===== config.mk =====
export PLATFORM = sky130hd
export DESIGN_NAME = uart_tx_flat
export DESIGN_NICKNAME = d
export VERILOG_FILES = /design/src/rtl/uart_tx_if.sv /design/src/rtl/uart_tx.sv /design/src/flat_wrapper.sv
export SDC_FILE = /design/constraint.sdc
export NUM_CORES = 1
export LEC_CHECK = 0
export BUFFER_PORTS_ARGS = -buffer_cell sky130_fd_sc_hd__buf_2
export CORE_MARGIN = 4
export CORE_UTILIZATION = 50
export CTS_CLUSTER_DIAMETER = 50
export DETAILED_ROUTE_END_ITERATION = 8
export PLACE_DENSITY_LB_ADDON = 0.08
export SLEW_MARGIN = 20
export SYNTH_ARGS = -nofsm -noshare
export SYNTH_HDL_FRONTEND = slang
export SYNTH_SLANG_ARGS = --single-unit
export TNS_END_PERCENT = 20

===== constraint.sdc =====
create_clock -name clk_in -period 1.6 [get_ports clk_in]
set_input_delay 0.32 -clock clk_in [delete_from_list [all_inputs] [get_ports clk_in]]
set_output_delay 0.32 -clock clk_in [all_outputs]
set_load 0.1 [all_outputs]

===== src/rtl/uart_tx_if.sv =====
// Word handshake into the UART transmitter. The producer drives data_in and
// data_valid_in, and the transmitter drives tx_ready_out.
interface uart_tx_if #(
  parameter int DATA_WIDTH = 8
);
  // A word moves on a rising clock edge where data_valid_in && tx_ready_out are both high.
  // At any other time, data_in and data_valid_in are ignored. tx_ready_out does not depend on data_valid_in.
  logic [DATA_WIDTH-1:0] data_in;
  logic                  data_valid_in;
  logic                  tx_ready_out;

  modport master (
    output data_in,
    output data_valid_in,
    input  tx_ready_out
  );

  modport slave (
    input  data_in,
    input  data_valid_in,
    output tx_ready_out
  );
endinterface


===== src/rtl/uart_tx.sv =====
// Serial UART transmitter. It takes one word per handshake and sends a start bit,
// the data bits LSB first, an optional parity bit and then the stop bits.
module uart_tx #(
  parameter int CLKS_PER_BIT = 16,
  parameter int DATA_WIDTH   = 8,
  parameter int PARITY_EN    = 0,
  parameter int PARITY_ODD   = 0,
  parameter int STOP_BITS    = 1
) (
  input  logic       clk_in,
  input  logic       rst_high_in,
  uart_tx_if.slave   bus,
  output logic       tx_out,
  output logic       busy_out,
  output logic [2:0] state_dbg_out
);

  if (CLKS_PER_BIT < 2) begin : g_bad_clks_per_bit
    $error("uart_tx: CLKS_PER_BIT must be at least 2");
  end
  if (DATA_WIDTH < 5 || DATA_WIDTH > 9) begin : g_bad_data_width
    $error("uart_tx: DATA_WIDTH must be in 5..9");
  end
  if (STOP_BITS != 1 && STOP_BITS != 2) begin : g_bad_stop_bits
    $error("uart_tx: STOP_BITS must be 1 or 2");
  end
  if (PARITY_EN != 0 && PARITY_EN != 1) begin : g_bad_parity_en
    $error("uart_tx: PARITY_EN must be 0 or 1");
  end

  localparam int CNT_W = $clog2(CLKS_PER_BIT);

  localparam logic [2:0] S_IDLE   = 3'd0;
  localparam logic [2:0] S_START  = 3'd1;
  localparam logic [2:0] S_DATA   = 3'd2;
  localparam logic [2:0] S_PARITY = 3'd3;
  localparam logic [2:0] S_STOP   = 3'd4;

  localparam logic [CNT_W-1:0] BAUD_LAST = CNT_W'(CLKS_PER_BIT - 1);
  localparam logic [3:0]       DATA_LAST = 4'(DATA_WIDTH - 1);
  localparam logic [3:0]       STOP_LAST = 4'(STOP_BITS - 1);
  localparam logic             ODD_SEL   = (PARITY_ODD != 0);
  localparam bit               HAS_PAR   = (PARITY_EN != 0);

  logic [2:0]            state;
  logic [CNT_W-1:0]      baud_cnt;
  logic [3:0]            bit_cnt;
  logic [DATA_WIDTH-1:0] shift_reg;
  logic                  parity_bit;
  logic                  xfer;
  logic                  bit_done;

  // Reset gates ready, so a word that is valid while reset releases is not taken on that edge.
  assign bus.tx_ready_out = (state == S_IDLE) && !rst_high_in;
  assign xfer             = bus.data_valid_in && bus.tx_ready_out;
  assign bit_done         = (baud_cnt == BAUD_LAST);
  assign state_dbg_out    = state;

  // tx_out is loaded on the same edge that changes state, so the line changes on each bit boundary with no extra cycle of delay.
  always_ff @(posedge clk_in or posedge rst_high_in) begin
    if (rst_high_in) begin
      state      <= S_IDLE;
      baud_cnt   <= '0;
      bit_cnt    <= '0;
      shift_reg  <= '0;
      parity_bit <= 1'b0;
      tx_out     <= 1'b1;
      busy_out   <= 1'b0;
    end else begin
      case (state)
        S_IDLE: begin
          if (xfer) begin
            state      <= S_START;
            baud_cnt   <= '0;
            bit_cnt    <= '0;
            shift_reg  <= bus.data_in;
            parity_bit <= (^bus.data_in) ^ ODD_SEL;
            tx_out     <= 1'b0;
            busy_out   <= 1'b1;
          end
        end

        S_START: begin
          if (bit_done) begin
            state    <= S_DATA;
            baud_cnt <= '0;
            bit_cnt  <= '0;
            tx_out   <= shift_reg[0];
          end else begin
            baud_cnt <= baud_cnt + 1'b1;
          end
        end

        S_DATA: begin
          if (bit_done) begin
            baud_cnt  <= '0;
            shift_reg <= shift_reg >> 1;
            if (bit_cnt == DATA_LAST) begin
              bit_cnt <= '0;
              if (HAS_PAR) begin
                state  <= S_PARITY;
                tx_out <= parity_bit;
              end else begin
                state  <= S_STOP;
                tx_out <= 1'b1;
              end
            end else begin
              bit_cnt <= bit_cnt + 4'd1;
              tx_out  <= shift_reg[1];
            end
          end else begin
            baud_cnt <= baud_cnt + 1'b1;
          end
        end

        S_PARITY: begin
          if (bit_done) begin
            state    <= S_STOP;
            baud_cnt <= '0;
            bit_cnt  <= '0;
            tx_out   <= 1'b1;
          end else begin
            baud_cnt <= baud_cnt + 1'b1;
          end
        end

        S_STOP: begin
          // bit_cnt counts the stop bits that have finished.
          if (bit_done) begin
            baud_cnt <= '0;
            if (bit_cnt == STOP_LAST) begin
              state    <= S_IDLE;
              bit_cnt  <= '0;
              busy_out <= 1'b0;
            end else begin
              bit_cnt <= bit_cnt + 4'd1;
            end
          end else begin
            baud_cnt <= baud_cnt + 1'b1;
          end
        end

        default: begin
          state    <= S_IDLE;
          baud_cnt <= '0;
          bit_cnt  <= '0;
          tx_out   <= 1'b1;
          busy_out <= 1'b0;
        end
      endcase
    end
  end

endmodule


===== src/flat_wrapper.sv =====
// flat-port wrapper written by rule: the top's interface ports become plain ports
module uart_tx_flat 
#(
  parameter int CLKS_PER_BIT = 16,
  parameter int DATA_WIDTH   = 8,
  parameter int PARITY_EN    = 0,
  parameter int PARITY_ODD   = 0,
  parameter int STOP_BITS    = 1
)
  (clk_in, rst_high_in, tx_out, busy_out, state_dbg_out, bus_data_in, bus_data_valid_in, bus_tx_ready_out);
  uart_tx_if #(.DATA_WIDTH(DATA_WIDTH)) bus_i ();
  input  logic clk_in;
  input  logic rst_high_in;
  output logic tx_out;
  output logic busy_out;
  output logic [2:0] state_dbg_out;
  input wire logic [$bits(bus_i.data_in)-1:0] bus_data_in;
  input wire logic [$bits(bus_i.data_valid_in)-1:0] bus_data_valid_in;
  output wire logic [$bits(bus_i.tx_ready_out)-1:0] bus_tx_ready_out;
  assign bus_i.data_in = bus_data_in;
  assign bus_i.data_valid_in = bus_data_valid_in;
  assign bus_tx_ready_out = bus_i.tx_ready_out;
  uart_tx #(.CLKS_PER_BIT(CLKS_PER_BIT), .DATA_WIDTH(DATA_WIDTH), .PARITY_EN(PARITY_EN), .PARITY_ODD(PARITY_ODD), .STOP_BITS(STOP_BITS)) u_core (.clk_in(clk_in), .rst_high_in(rst_high_in), .bus(bus_i), .tx_out(tx_out), .busy_out(busy_out), .state_dbg_out(state_dbg_out));
endmodule

==> results.toml <==
[outcome]
run_status = "finished, violations left"
failed_checks = "negative setup slack"

[sta]
report.final.hold_viol_count = 0
worst_pin_slew_ns = 0.485
finalSetupTns_ns = -1.29
relSlewSlack_pct = 67.9
fmax_mhz = 544
holdWs_ns = 0.0203
finClkSkew_ns = 0.00835
period_share_pct = 115
rsz0062_at_grt = "yes"
fin_ws_ns = -0.238
setup_viol = 14
min_period_ns = 1.84
maxSlewViolCount = 0

[power]
comb_power_share_pct = 4.5
ir_worst_vdd_uv = 408
switching_share_pct = 23.3
leakagePower_uw = 0.000766
powerDensity_nw_per_um2 = 486
power.share.clock_pct = 32.0
seqPwrFrac_pct = 63.5
p_sw_uw = 195
internal_power_uw = 641

[grt]
grt_overflow_total = 0
antenna_found_initial = 0
first_global_vias = 1107
grt_pass1_wl_um = 5030
grt_use_total_pct = 19.5
grt_max_degree = 17

[clock_tree]
ctsHoldBuffers = 0
cts.clk_slew.worst_paths_ns = 0.13
cts-root-buf = "clkbuf_4"
cts_tree = "done"
htreeDepth = 1
cts_buffer_depth = 2
cts_made_buffers = 3
cts_sinks = 21
clkLatencyLatePin_ns = 0.31

[synthesis]
synth_nets = 146
ys_top_cells_by_count = "20 x dfrtp_1, 19 x nand2_1, 10 x nor2_1"
synth.largest_area_cell = "dfrtp_1"
ys_seq_area_share_pct = 43.5
yosys_warnings = 0
postSynthRegisterBits = 21
async_reset_ff_share_pct = 100
syn_area_um2 = 1210
syn_area_per_cell_um2 = 9.17
yosys-top-cells-area = "dfrtp_1 41%, nand2_1 5.9%, a31oi_1 4.1%"
ys.flop_type = "dfrtp_1"
ys_types = 38
synth_cells = 132
yosysMostFrequentCell = "dfrtp_1"
synth-edff-count = 0
synth_top_cell_area_share_pct = 41.4

[cells_and_area]
finalNonFillerCells = 205
syn2layout_area_growth_pct = 42.2
num-nets-final = 192
drive_gt1_share_pct = 44.1
antennaDiodeCount = 0
largest_reg_flops = 8

[critical_path]
cp-end-kind = "output port"
cpLargestDelayFamily = "simple AND/OR/NAND/NOR gates"
path_buf_inv = 1
required_ns = 1.28
path_cells = "or3_4 > nor2_4 > buf_12"
startpoint_type = "flip-flop"
slowest_delay_ns = 0.50
crit_type = "flip-flop to output port"
r2r-start = "u_core.bit_cnt[1]"
worstSetupStartpoint = "u_core.state_dbg_out[0]"
critPathSlowestCell = "dfrtp_4"
cp.arrival_ns = 1.52
path_max_fanout = 2

[placed_design]
dp.cells = 196
hpwl_um = 2250
io_buffer_count = 16
pre_cts_ws_ns = -0.188
gp_congestion = 0.886

[flow_run]
drv_cap = 0

[routing]
antenna_left = 0
drtIter0Drc = 30
vias = 1159
wire_per_inst_um = 14.8
first_pass_iters = 4
drc_errors = 0
finalWirelength_um = 3030
routed_via_density = 5.65

[die]
rows = 17
die_w_um = 57.2
core_area_um2 = 2250
die_area_um2 = 3270
die_y_um = 57.2
boundaryPins = 17
initial_utilization_pct = 53.7

[worst_hold_path]
holdCritPathClass = "primary input to asynchronous set/reset pin"
==> power groups by stage <==
stage                     Clock (µW)  Sequential (µW)  Combinational (µW)
after global routing             302              531                42.5
after floorplan                    0              541                12.3
after CTS                        276              531                38.0
final                            267              531                37.5
after detailed placement           0              541                37.5
after global placement             0              541                36.3
==> layout make-up <==
type                            instances  area [µm²]
Inverter                                6        22.5
Fill cell                             167         534
Clock buffer                            3        22.5
Timing Repair Buffer                   47         403
Tap cell                               28        35.0
Multi-Input combinational cell         99         697
Clock inverter                          1        5.00
Sequential cell                        21         536
==> cells by family after synthesis <==
group	synth area share, %
DFF	43.5
adders and majority gates	3.10
AOI/OAI and AO/OA	19.4
muxes	1.76
xor gates and xnor gates	1.45
and+or+nand+nor	24.9
buffers and inverters	5.79
==> worst paths after layout <==
check	endpoint	slack, ns	depth (start not counted)
setup / recovery	bus_tx_ready_out	-0.24	3
hold / removal	u_core.busy_out	0.02	2
setup reg to reg	u_core.bit_cnt[2]	-0.19	7
hold reg to reg	u_core.baud_cnt[0]	0.54	1
max in group asynchronous	u_core.tx_out	1.09	3
min in group clk_in	u_core.shift_reg[6]	0.24	3
==> stage by stage <==
step / total power, µW / area (µm²) / util (%)
6_report: 835 / 1720 / 76.3
5_1_grt: 876 / 1720 / 76.3
4_1_cts: 845 / 1640 / 72.6
3_5_place_dp: 578 / 1560 / 69.4
3_3_place_gp: 577 / 1560 / 69.4
2_1_floorplan: 553 / 1240 / -
==> layer usage <==
metal	GRT usage, %	part of all wire, %	vias up
met5	0	0	-
met2	34.7	51	24
met3	2.04	2.9	10
li1	-	-	559
met1	24.4	44	566
met4	6.62	2.6	0
==> worst reg2reg max path: cells and delay by family (launching register included) <==
kind	cells	cell delay, ns
AO/OA/AOI/OAI	3	0.58
buffers and inverters	2	0.21
AND/OR/NAND/NOR	1	0.38
flip-flops	1	0.42
adder cells (fa/ha/maj)	1	0.11
==> timing repair <==
| item | in CTS | in global routing |
|---|---|---|
| endpoints found under the setup margin | 9 | 21 |
| pin swaps | 3 | 5 |
| buffers inserted | 3 | 2 |
| endpoints found under the hold margin | 0 | 0 |
| gates resized for setup | 9 | 19 |
==> layout by cell type, fill, tap and decap left out, types with 4 or more instances in the layout <==
cell	count
buf_6	4
a21oi_1	7
buf_2	11
a31oi_1	7
dfrtp_1	17
nor2_1	7
nand2_1	19
buf_12	5
inv_1	4
nand3_1	5
buf_4	27
Note: power is estimated with default switching activity, not from simulation.
